File: config.mk
export PLATFORM = sky130hd
export DESIGN_NAME = grab_detector
export DESIGN_NICKNAME = d
export VERILOG_FILES = /design/src/rtl/climber_video_pkg.sv /design/src/rtl/overlap_accum.sv /design/src/rtl/grab_detector.sv
export SDC_FILE = /design/constraint.sdc
export NUM_CORES = 1
export LEC_CHECK = 0
export CORE_AREA = 2 2 92 94
export DETAILED_ROUTE_END_ITERATION = 10
export DIE_AREA = 0 0 94 96
export PLACE_DENSITY = 0.72
export SLEW_MARGIN = 40
export SYNTH_ARGS = -nofsm -noshare
export SYNTH_HDL_FRONTEND = slang
export SYNTH_SLANG_ARGS = --single-unit
File: constraint.sdc
create_clock -name clock -period 1.8 [get_ports clock]
set_input_delay 0.36 -clock clock [delete_from_list [all_inputs] [get_ports clock]]
set_output_delay 0.36 -clock clock [all_outputs]
set_load 0.05 [all_outputs]
File: src/rtl/climber_video_pkg.sv
// Shared video-side definitions for the climber overlay blocks: raster defaults,
// field widths and the grab detector FSM encoding.
package climber_video_pkg;

    localparam int H_ACTIVE_DEF    = 1024;
    localparam int V_ACTIVE_DEF    = 768;
    localparam int MIN_OVERLAP_DEF = 16;

    localparam int HW = 11;
    localparam int VW = 10;
    localparam int CW = 16;

    typedef enum logic [1:0] {
        WAIT_FRAME = 2'd0,
        SCAN       = 2'd1,
        BLANK      = 2'd2
    } grab_state_t;

    function automatic logic [CW-1:0] sat_inc(input logic [CW-1:0] value);
        return (value == {CW{1'b1}}) ? value : value + 1'b1;
    endfunction

endpackage

File: src/rtl/overlap_accum.sv
// Saturating overlap-pixel accumulator; remembers the raster position of the
// first hit since the last clear.
module overlap_accum
    import climber_video_pkg::*;
(
    input  logic          clock,
    input  logic          reset_n,
    input  logic          hit,
    input  logic          clear,
    input  logic [HW-1:0] hcount,
    input  logic [VW-1:0] vcount,
    output logic [CW-1:0] acc,
    output logic          first_seen,
    output logic [HW-1:0] first_x,
    output logic [VW-1:0] first_y
);

    always_ff @(posedge clock or negedge reset_n) begin
        if (!reset_n) begin
            acc        <= '0;
            first_seen <= 1'b0;
            first_x    <= '0;
            first_y    <= '0;
        end else if (clear) begin
            acc        <= '0;
            first_seen <= 1'b0;
            first_x    <= '0;
            first_y    <= '0;
        end else if (hit) begin
            acc <= sat_inc(acc);
            // Only the earliest hit in raster order is kept for the frame.
            if (!first_seen) begin
                first_seen <= 1'b1;
                first_x    <= hcount;
                first_y    <= vcount;
            end
        end
    end

endmodule

File: src/rtl/grab_detector.sv
// Counts hand/hold overlap pixels per video frame and publishes a registered
// per-frame result with a simple valid/ack handshake and sticky overrun flag.
//
// state      | meaning
// WAIT_FRAME | after reset: ignore pixels until the raster origin (0,0)
// SCAN       | accumulating overlap over the frame
// BLANK      | result latched, waiting for the next frame origin
module grab_detector
    import climber_video_pkg::*;
#(
    parameter int H_ACTIVE    = H_ACTIVE_DEF,
    parameter int V_ACTIVE    = V_ACTIVE_DEF,
    parameter int MIN_OVERLAP = MIN_OVERLAP_DEF
) (
    input  logic          clock,
    input  logic          reset_n,
    input  logic [HW-1:0] hcount,
    input  logic [VW-1:0] vcount,
    input  logic          hold_exists,
    input  logic          hand_exists,
    input  logic          result_ack,
    output logic          result_valid,
    output logic          grab,
    output logic [CW-1:0] overlap_count,
    output logic [HW-1:0] hit_x,
    output logic [VW-1:0] hit_y,
    output logic          overrun
);

    localparam logic [HW-1:0] H_LIM   = HW'(H_ACTIVE);
    localparam logic [VW-1:0] V_LIM   = VW'(V_ACTIVE);
    localparam logic [CW-1:0] MIN_LIM = CW'(MIN_OVERLAP);

    grab_state_t   state;
    grab_state_t   next_state;
    logic          scan_pixel;
    logic          frame_end;
    logic          at_origin;
    logic          at_end;
    logic          active;
    logic          hit;
    logic [CW-1:0] acc;
    logic          first_seen;
    logic [HW-1:0] first_x;
    logic [VW-1:0] first_y;

    assign at_origin = (hcount == '0) && (vcount == '0);
    assign at_end    = (hcount == '0) && (vcount == V_LIM);
    assign active    = (hcount < H_LIM) && (vcount < V_LIM);
    assign hit       = scan_pixel && active && hold_exists && hand_exists;

    always_ff @(posedge clock or negedge reset_n) begin
        if (!reset_n) begin
            state <= WAIT_FRAME;
        end else begin
            state <= next_state;
        end
    end

    // The origin pixel that starts a frame is itself part of that frame.
    always_comb begin
        next_state = state;
        scan_pixel = 1'b0;
        frame_end  = 1'b0;
        case (state)
            WAIT_FRAME, BLANK: begin
                if (at_origin) begin
                    next_state = SCAN;
                    scan_pixel = 1'b1;
                end
            end
            SCAN: begin
                if (at_end) begin
                    next_state = BLANK;
                    frame_end  = 1'b1;
                end else begin
                    scan_pixel = 1'b1;
                end
            end
            default: next_state = WAIT_FRAME;
        endcase
    end

    overlap_accum u_accum (
        .clock      (clock),
        .reset_n    (reset_n),
        .hit        (hit),
        .clear      (frame_end),
        .hcount     (hcount),
        .vcount     (vcount),
        .acc        (acc),
        .first_seen (first_seen),
        .first_x    (first_x),
        .first_y    (first_y)
    );

    // A latch coinciding with an ack keeps the new result valid and is not an overrun.
    always_ff @(posedge clock or negedge reset_n) begin
        if (!reset_n) begin
            result_valid  <= 1'b0;
            grab          <= 1'b0;
            overlap_count <= '0;
            hit_x         <= '0;
            hit_y         <= '0;
            overrun       <= 1'b0;
        end else if (frame_end) begin
            result_valid  <= 1'b1;
            grab          <= (acc >= MIN_LIM);
            overlap_count <= acc;
            hit_x         <= first_seen ? first_x : '0;
            hit_y         <= first_seen ? first_y : '0;
            if (result_valid && !result_ack) begin
                overrun <= 1'b1;
            end
        end else if (result_valid && result_ack) begin
            result_valid <= 1'b0;
        end
    end

endmodule

==> impl_metrics.ini <==
[min_path]
min-delay-path-class = in2reg

[synthesis]
ys.warnings.count = 0
syn_area_per_cell_um2 = 9.12
synthArstFlopShare_pct = 100
netlist.area_leader.share_pct = 54.3
synth_fa_ha_area_share_pct = 0.679
syn_area_um2 = 3680
synth_cells = 404
synthMuxAreaShare_pct = 0.272
synth.distinct_cells = 46
synth_ff_type = dfrtp_1
synth-edff-count = 0
synth_area_leaders = dfrtp_1, nand2_1, nand3_1
yosys-top-cells-count = nand2_1, dfrtp_1, nand3_1
ys_seq_area_share_pct = 54.3
synth_top_family_by_area = simple AND/OR/NAND/NOR gates
synthSimpleGateAreaFrac_pct = 29.0
synth_xor_area_share_pct = 0.238
synth_top_area_cell = dfrtp_1
ys_ff_latch = 80
yosys.cell_count.top_type = nand2_1
synth_nets = 432
synth_compound_area_share_pct = 11.7

[final_layout]
drive_gt1_share_pct = 31.3
nets = 567
multi_input_area_um2 = 1750
design_area_um2 = 5310
final_core_util_pct = 66.0
n_antenna_cell = 0
seqCellArea_um2 = 2000
syn_to_final_growth_pct = 44.1
fillCellCount = 618
instances_no_fill = 649

[cts]
numClockSinks = 80
h-tree-depth = 3
clkTransAtPathRegs_ps = 90
clock_latency_ps = 360
clock_path_buffers = 2
clockRootBuffer = clkbuf_8
cts_buffers = 9
cts_tree = built

[setup_path]
crit_required_ps = 2060
crit_fanout = 7
critPathSlowestCell = or4_4
path_delay_family = simple AND/OR/NAND/NOR gates
end_kind = flip-flop
path_buf_inv = 2
critPathMaxStageDelay_ps = 550
path_class = in2reg
cp_cell_sequence = buf_6 -> or4_4 -> nor2_4 -> buf_4 -> a31oi_2 -> o41ai_2 -> o21ba_1
arrival_ps = 2040
cp-start-kind = input pin

[grt]
grt_first_pass_wirelength_mm = 16.2
grt_max_degree = 42
grt_pass1_vias = 3299
antenna_found_initial = 0
gr-usage-all-layers_pct = 23.0
overflow = 0

[route]
vias_per_cell = 5.51
ant_nets = 0
drt-total-wl_mm = 10.2
wl_per_cell_um = 15.7
dr.pass1.iters = 5
route.detailed.drc = 0
drtIter0Drc = 328
via_count = 3575

[timing]
rsz0062_at_grt = true
period_minus_slack_ps = 1780
timing.hold.ws_ps = 217
finalHoldViolCount = 0
slew_headroom_pct = 55.7
fin_worst_skew_ps = 9.66
tightestPinTransition_ps = 664
fin_crit_sh_pct = 99.1
layout_setup_ws_ps = 16.0
finalMaxSlewViolations = 0
fmax_mhz = 561
setup_viol = 0
fin_setup_tns_ps = 0

[status]
outcome = complete, no violations

[pwr]
power_mw = 3.39
leakagePower_nw = 2.76
vdd_drop_max_uv = 382
p_per_area_nw_per_um2 = 639

[place]
placed_area_um2 = 4860
placed_cells = 617
gp_congestion = 0.896
numPortBuffers = 65
dpl.hpwl_mm = 6.75
place_ws_ps = -686

[floorplanning]
die_x_um = 94
io_pins = 66
rows = 33
core-area_um2 = 8050
initial_core_util_pct = 45.8
die_area_um2 = 9020
die_h_um = 96

[run]
drv_cap = 0
==> power breakdown <==
| part | total (mW) | internal, mW | switching [mW] |
|---|---|---|---|
| clock | 1.40 | 0.698 | 0.702 |
| sequential | 1.81 | 1.80 | 0.00750 |
| combinational | 0.183 | 0.0927 | 0.0904 |
| total | 3.39 | 2.59 | 0.800 |
==> final cells by class <==
| type | instances | share of cell area [%] |
|---|---|---|
| multi-input combinational | 295 | 32.9 |
| timing repair buffer | 149 | 22.7 |
| inverter | 4 | 0.283 |
| clock inverter | 6 | 1.37 |
| clock buffer | 10 | 2.59 |
| sequential | 80 | 37.7 |
| tap | 105 | 2.47 |
==> cells in the final DEF, fill, tap and decap left out, types with 3 or more instances in the layout <==
master,count
a211o_1,4
a21oi_1,4
a31oi_4,3
and2_1,5
and3_1,5
buf_4,114
buf_6,10
clkbuf_8,10
dfrtp_1,80
dlygate4sd2_1,16
inv_1,4
inv_6,4
nand2_1,118
nand2b_1,4
nand3_1,48
nand4_1,4
nor2_4,3
nor2b_1,3
nor3_1,5
nor4_1,5
nor4_4,3
o211ai_1,26
o21a_1,3
o21ai_0,3
o21ai_1,7
or3_1,3
==> timing repair <==
item                                   in CTS  in global routing
pin swaps                                  13                 13
gates resized for setup                    46                 21
hold buffers                                1                  0
setup endpoints to repair                  79                 30
endpoints found under the hold margin      21                  0
gates cloned                                3                  1
setup buffers                               4                  7
==> logic make-up after synthesis <==
kind of cell,count (synthesis)
XOR/XNOR,1
multiplexers,1
adder cells (fa/ha/maj),2
buffers and inverters,33
flip-flops,80
AO/OA/AOI/OAI,61
AND/OR/NAND/NOR,226
==> worst register-to-register path, delay by kind of cell (launching register included) <==
family                 cells  cell delay (ps)
DFF                        1              410
AOI/OAI and AO/OA          3              700
and+or+nand+nor            1              220
buffers and inverters      2              350
==> flip-flops by register name, summed over array words and instances, names as in the netlist <==
register            cells
u_accum.first_y        10
overlap_count          16
overrun                 1
state                   2
u_accum.acc            16
grab                    1
hit_x                  11
u_accum.first_seen      1
u_accum.first_x        11
hit_y                  10
result_valid            1
==> path summary, 6_finish.rpt <==
| path | cells after the start | from | slack, ps | end |
|---|---|---|---|---|
| min in group asynchronous | 2 | reset_n | 440 | u_accum.acc[12] |
| min reg2reg | 2 | hit_x[10] | 470 | hit_x[10] |
| max | 7 | hcount[4] | 20 | u_accum.acc[6] |
| min | 3 | hcount[2] | 220 | u_accum.first_x[2] |
| max reg2reg | 6 | state[0] | 30 | u_accum.acc[9] |
| max in group asynchronous | 3 | reset_n | 830 | hit_y[4] |
==> layer usage <==
layer  vias up  global-route usage (%)  wire, µm
met2       128                    35.1      4850
li1       1699                       -         -
met5         -                       0         0
met1      1714                    32.3      4570
met3        34                    3.60       470
met4         0                    11.4       311
Note: power is estimated with default switching activity, not from simulation.
